==> config.mk <==
export PLATFORM = sky130hd
export DESIGN_NAME = hdng_cmd_seq
export DESIGN_NICKNAME = d
export VERILOG_FILES = /design/src/rtl/hdng_cmd_seq.sv
export SDC_FILE = /design/constraint.sdc
export NUM_CORES = 1
export LEC_CHECK = 0
export CAP_MARGIN = 10
export CORE_UTILIZATION = 48
export CTS_CLUSTER_SIZE = 14
export DETAILED_ROUTE_END_ITERATION = 8
export GPL_TIMING_DRIVEN = 0
export MAX_ROUTING_LAYER = met4
export PLACE_DENSITY = 0.8
export RECOVER_POWER = 100
export SETUP_SLACK_MARGIN = 0.2
export SYNTH_ARGS = -nofsm -noshare
export SYNTH_HDL_FRONTEND = slang
export SYNTH_SLANG_ARGS = --single-unit
==> constraint.sdc <==
create_clock -name clk -period 1.95 [get_ports clk]
set_input_delay 0.2925 -clock clk [delete_from_list [all_inputs] [get_ports clk]]
set_output_delay 0.2925 -clock clk [all_outputs]
set_load 0.02 [all_outputs]
==> src/rtl/hdng_cmd_seq.sv <==
// hdng_cmd_seq: command sequencer in front of the heading PID controller.
// Accepts TURN/MOVE commands over valid/ready, drives dsrd_hdng, moving and
// frwrd_spd, and pulses cmd_done on completion. All progress is paced by
// hdng_vld, so the block freezes while the inertial sensor is stalled.
// Optional build macro: HDNG_TIMEOUT_EN adds a turn timeout that pulses
// turn_err; without it turn_err is tied low and a TURN waits indefinitely.
module hdng_cmd_seq #(
  parameter logic [10:0] ACCEL      = 11'h020,
  parameter logic [10:0] DECEL      = 11'h040,
  parameter logic [10:0] MAX_SPD    = 11'h200,
  parameter int          SETTLE_CNT = 4,
  parameter logic [15:0] TURN_TMO   = 16'hFFFF
) (
  input  logic        clk,
  input  logic        rst,
  input  logic [15:0] cmd,
  input  logic        cmd_vld,
  output logic        cmd_rdy,
  input  logic        hdng_vld,
  input  logic        at_hdng,
  input  logic        estop,
  output logic [11:0] dsrd_hdng,
  output logic        moving,
  output logic [10:0] frwrd_spd,
  output logic        cmd_done,
  output logic        turn_err
);

  localparam int SW = $clog2(SETTLE_CNT + 1);

  typedef enum logic [2:0] {
    S_IDLE, S_TURN, S_RAMP_UP, S_CRUISE, S_RAMP_DN, S_DONE
  } state_t;

  state_t        r_state, w_state_nxt;
  logic [11:0]   r_dsrd_hdng, w_dsrd_nxt;
  logic          r_moving, w_moving_nxt;
  logic [10:0]   r_frwrd_spd, w_spd_nxt;
  logic          r_cmd_done, r_cmd_rdy;
  logic          r_turn_err, w_turn_err_nxt;
  logic [11:0]   r_dist, w_dist_nxt;
  logic [SW-1:0] r_settle, w_settle_nxt;

  logic          w_accept;
  logic [11:0]   w_spd_up;
  logic [10:0]   w_spd_sat;
  logic [10:0]   w_spd_dn;
  logic [11:0]   w_dist_dec;
  logic          w_settled;

`ifdef HDNG_TIMEOUT_EN
  logic [15:0]   r_tmo_cnt, w_tmo_nxt;
  logic          w_unused;
  assign w_unused = ^cmd[13:12];
`else
  logic          w_unused;
  assign w_unused = ^{cmd[13:12], TURN_TMO};
`endif

  // Speed arithmetic: 12-bit add so the ramp cannot wrap before saturating,
  // and a floored subtract so the ramp-down never underflows.
  assign w_accept   = cmd_vld && r_cmd_rdy;
  assign w_spd_up   = {1'b0, r_frwrd_spd} + {1'b0, ACCEL};
  assign w_spd_sat  = (w_spd_up >= {1'b0, MAX_SPD}) ? MAX_SPD : w_spd_up[10:0];
  assign w_spd_dn   = (r_frwrd_spd <= DECEL) ? 11'h000 : (r_frwrd_spd - DECEL);
  assign w_dist_dec = r_dist - 12'd1;
  assign w_settled  = hdng_vld && at_hdng && (r_settle == SW'(SETTLE_CNT - 1));

  // State register
  always_ff @(posedge clk) begin
    if (rst) r_state <= S_IDLE;
    else     r_state <= w_state_nxt;
  end

  // Next-state and next-output decode; estop overrides everything but rst
  always_comb begin
    w_state_nxt    = r_state;
    w_dsrd_nxt     = r_dsrd_hdng;
    w_moving_nxt   = r_moving;
    w_spd_nxt      = r_frwrd_spd;
    w_dist_nxt     = r_dist;
    w_settle_nxt   = r_settle;
    w_turn_err_nxt = 1'b0;
`ifdef HDNG_TIMEOUT_EN
    w_tmo_nxt      = r_tmo_cnt;
`endif
    if (estop) begin
      w_spd_nxt    = 11'h000;
      w_moving_nxt = 1'b0;
      w_state_nxt  = S_IDLE;
    end else begin
      case (r_state)
        S_IDLE: begin
          if (w_accept) begin
            case (cmd[15:14])
              2'b01: begin
                w_dsrd_nxt   = cmd[11:0];
                w_moving_nxt = 1'b1;
                w_spd_nxt    = 11'h000;
                w_settle_nxt = '0;
`ifdef HDNG_TIMEOUT_EN
                w_tmo_nxt    = 16'h0000;
`endif
                w_state_nxt  = S_TURN;
              end
              2'b10: begin
                w_dist_nxt   = cmd[11:0];
                w_moving_nxt = 1'b1;
                w_spd_nxt    = 11'h000;
                w_state_nxt  = (cmd[11:0] == 12'h000) ? S_RAMP_DN : S_RAMP_UP;
              end
              default: w_state_nxt = S_DONE;
            endcase
          end
        end
        S_TURN: begin
          if (hdng_vld) begin
            w_settle_nxt = at_hdng ? (r_settle + SW'(1)) : '0;
            if (w_settled) w_state_nxt = S_DONE;
          end
`ifdef HDNG_TIMEOUT_EN
          w_tmo_nxt = r_tmo_cnt + 16'h0001;
          // Settling on the same cycle as the timeout counts as success.
          if (!w_settled && (r_tmo_cnt == (TURN_TMO - 16'h0001))) begin
            w_turn_err_nxt = 1'b1;
            w_moving_nxt   = 1'b0;
            w_state_nxt    = S_IDLE;
          end
`endif
        end
        S_RAMP_UP: begin
          if (hdng_vld) begin
            w_spd_nxt  = w_spd_sat;
            w_dist_nxt = w_dist_dec;
            if (w_dist_dec == 12'h000)  w_state_nxt = S_RAMP_DN;
            else if (w_spd_sat == MAX_SPD) w_state_nxt = S_CRUISE;
          end
        end
        S_CRUISE: begin
          if (hdng_vld) begin
            w_dist_nxt = w_dist_dec;
            if (w_dist_dec == 12'h000) w_state_nxt = S_RAMP_DN;
          end
        end
        S_RAMP_DN: begin
          if (hdng_vld) begin
            w_spd_nxt = w_spd_dn;
            if (w_spd_dn == 11'h000) begin
              w_moving_nxt = 1'b0;
              w_state_nxt  = S_DONE;
            end
          end
        end
        S_DONE:  w_state_nxt = S_IDLE;
        default: w_state_nxt = S_IDLE;
      endcase
    end
  end

  // Registered outputs and working counters
  always_ff @(posedge clk) begin
    if (rst) begin
      r_dsrd_hdng <= 12'h000;
      r_moving    <= 1'b0;
      r_frwrd_spd <= 11'h000;
      r_cmd_done  <= 1'b0;
      r_cmd_rdy   <= 1'b1;
      r_turn_err  <= 1'b0;
      r_dist      <= 12'h000;
      r_settle    <= '0;
    end else begin
      r_dsrd_hdng <= w_dsrd_nxt;
      r_moving    <= w_moving_nxt;
      r_frwrd_spd <= w_spd_nxt;
      r_cmd_done  <= (w_state_nxt == S_DONE);
      r_cmd_rdy   <= (w_state_nxt == S_IDLE);
      r_turn_err  <= w_turn_err_nxt;
      r_dist      <= w_dist_nxt;
      r_settle    <= w_settle_nxt;
    end
  end

`ifdef HDNG_TIMEOUT_EN
  // Turn timeout cycle counter
  always_ff @(posedge clk) begin
    if (rst) r_tmo_cnt <= 16'h0000;
    else     r_tmo_cnt <= w_tmo_nxt;
  end
`endif

  assign cmd_rdy   = r_cmd_rdy;
  assign dsrd_hdng = r_dsrd_hdng;
  assign moving    = r_moving;
  assign frwrd_spd = r_frwrd_spd;
  assign cmd_done  = r_cmd_done;
  assign turn_err  = r_turn_err;

endmodule

==> impl_results.md <==
* Unrepaired setup endpoints after global routing: yes
* Largest net degree at the start of global routing at 13
* Share of post-route cells with drive strength above 1 at 0.285
* Largest family of logic cells by synthesized area: simple AND/OR/NAND/NOR gates
* Worst-skew pair later-pin latency at about 300 ps
* Post-Syn Area at ~2800 um^2
* Hold depth at 3
* Sequential area share after synthesis at 0.317
* Core outline area at ~5500 um^2
* ANT cells at 0
* Io pins at 49
* 1st-iter DRT viols at roughly 180
* Final setup violating endpoints at 0
* DP HPWL at roughly 5.2 mm
* Worst-path fanout max at 6
* Remaining DRCs at 0
* CP Capture Type: register
* Drt via density at 5.97
* Clk buf depth at 2
* Global Route Usage Sum at 0.272
* Post-synth EDFFs at 0
* Routed length per instance at about 16 um
* WP data arrival at 2150 ps
* TritonCTS clock tree: yes
* Reg clk slew, reported paths at roughly 80 ps
* Slew Limit Fails at 0
* Synth Flop Type: dfxtp_1
* Fin Setup TNS at 0 ps
* Max cap viols at 0
* Worst R2R Path Depth at 8
* Count of buffers from port buffering at 44
* CTS buffer count at 5
* Synth Area in Adders at 0.0450
* Max Clk Rate at ~510 MHz
* Row count at 27
* Final wirelength at between 8 and 9 mm
* Initial antenna violation count at 0
* Mux contribution to synthesized area at 0.0544
* Final Skew at about 5.0 ps
* Via count at 2,920
* Outcome: finished clean
* H-Tree Depth at 2
* Post-Layout Cell Count at around 490
* Synth Area in XOR/XNOR at 0.00945
* Syn. warnings at 0
* Post-Syn Nets at between 300 and 400
* CTS root buf: clkbuf_8
* Worst endpoint required time at around 2200 ps
* Synth Instances at approximately 330
* Cell variety after synth at around 80
* Max VDD drop at ~0.55 mV
* Share of flip-flops with an asynchronous set or reset at 0
* Final hold vios at 0
* Crit path kind: register to register
* Min Tclk post-route at 1950 ps
* Chip Height at between 70 and 80 um
* CTS sink cnt at 44
* Number of global-route vias before repair at between 2,000 and 3,000
* Lkg Pwr at approximately 1.5 nW
* Post-Synth Simple-Gate Area at 0.262
* Global-route wire length before repair at about 13 mm
* Yosys reg bits at 44
* Initial DRT Pass Iterations at 5
* Tcrit/Tclk final at 1.00
* Placed insts at 450
* Design Area, Final at 3920 um^2
* Die X at 78.1 um
* Syn avg cell area at around 8.3 um^2
* Grt ovf at 0
* P&R area growth vs syn at 40.8%
* Synth Area in Compound Gates at 0.236
* Routability congestion estimate at approximately 0.87
* NumNets Final at ~450
* Starting Density at 0.502
* HP Class: input pin to register
* Element type at the critical path start: register
* Utilization after layout at 0.707
* ANT nets after route at 0
* Pwr dens at 512 nW/um^2
* Die ar. at just over 6000 um^2
* Dpl cell area at 3380 um^2
[through the flow]
step	power [mW]	worst slack, ps	hold slack (ps)
floorplan	1.23	132	440
global placement	1.35	-409	453
detailed placement	1.36	-433	463
CTS	1.96	38.1	396
global route	2.10	-50.4	416
finish	2.01	0.688	410
[worst max-delay path, stage by stage (launching register included)]
cell	delay, ps
dfxtp_2	340
buf_6	100
inv_4	30
ha_4	170
o21bai_4	170
a211o_1	270
a311oi_2	320
o221ai_2	170
a32o_1	260
[cell type report]
cell class,instances,area (um^2)
Timing Repair Buffer,76,697
Clock buffer,6,72.6
Sequential cell,44,897
Buffer,25,210
Fill cell,441,1620
Clock inverter,1,5.00
Tap cell,72,90.1
Multi-Input combinational cell,255,1900
Inverter,10,40.0
[what timing repair did]
| action | 4_1_cts | 5_1_grt |
|---|---|---|
| resized for setup | 23 | 42 |
| endpoints found under the setup margin | 42 | 40 |
| cloned | 1 | 0 |
| pin swaps | 14 | 9 |
| hold buffers | 0 | 0 |
| setup buffers | 19 | 12 |
[logic make-up (layout without fill, tap and decap cells)]
group,Yosys count,count (layout)
fa+ha+maj,10,10
flops,44,44
compound gates,92,92
xor+xnor,3,3
simple gates,134,134
other cells,1,1
buf+inv,35,118
mux,15,15
[path summary, 6_finish.rpt]
check	from	endpoint	slack [ps]
min	hdng_vld	r_state[0]	410
min reg2reg	frwrd_spd[2]	frwrd_spd[2]	480
max reg2reg	r_dist[0]	r_state[0]	0.7
max	r_dist[0]	r_state[0]	0.7
[flip-flops by register name, summed over array words and instances (netlist names)]
signal     flops
moving         1
cmd_rdy        1
cmd_done       1
r_settle       3
frwrd_spd     11
r_dist        12
r_state        3
dsrd_hdng     12
[cell usage after synthesis, types with 3 or more instances]
master / instances / share of area
a211oi_1: 5 / 0.013
a21oi_1: 22 / 0.040
a31oi_1: 6 / 0.013
and2_1: 6 / 0.013
buf_2: 7 / 0.013
buf_4: 4 / 0.011
buf_6: 4 / 0.016
clkbuf_1: 8 / 0.011
dfxtp_1: 44 / 0.32
ha_1: 10 / 0.045
inv_1: 10 / 0.013
mux2i_1: 14 / 0.050
nand2_1: 31 / 0.042
nand2b_1: 3 / 0.0067
nand3_1: 7 / 0.013
nand4_1: 4 / 0.0090
nand4b_1: 3 / 0.0094
nor2_1: 38 / 0.051
nor2b_1: 5 / 0.011
nor3_1: 6 / 0.011
nor3_2: 3 / 0.011
nor4_1: 7 / 0.016
o21ai_0: 16 / 0.029
o21ai_1: 3 / 0.0054
o31ai_1: 3 / 0.0081
or3_1: 3 / 0.0067
[where the power goes]
part	total (mW)	internal, mW	leakage (nW)	switching, mW
registers	0.944	0.919	0.361	0.0252
logic	0.511	0.244	1.10	0.266
clock network	0.552	0.244	0.0410	0.308
[per-layer routing]
| layer | global-route usage | vias up | share of wire |
|---|---|---|---|
| met4 | 0.122 | 0 | 0.025 |
| met2 | 0.478 | 130 | 0.52 |
| li1 | - | 1376 | - |
| met1 | 0.305 | 1391 | 0.40 |
| met3 | 0.0384 | 23 | 0.056 |
| met5 | - | - | 0 |
[layout by cell type (no fill, tap or decap), types with 4 or more instances in the layout]
cell             instances
nand3_1                  7
nand4_1                  4
clkbuf_1                 5
a31oi_1                  5
nor4_4                   5
mux2i_1                 14
nor3_1                   4
dfxtp_2                 10
dfxtp_1                 33
and2_1                   6
buf_6                   12
a21oi_1                 20
nor3_2                   4
clkdlybuf4s50_1         38
ha_1                     8
buf_4                   33
nand2_1                 30
o21ai_1                  5
buf_2                    4
clkbuf_8                 5
nor2_1                  37
inv_1                    6
o21ai_0                 13
nor2b_1                  5
a211oi_1                 5
No activity file was read; power rests on OpenSTA's default activity.
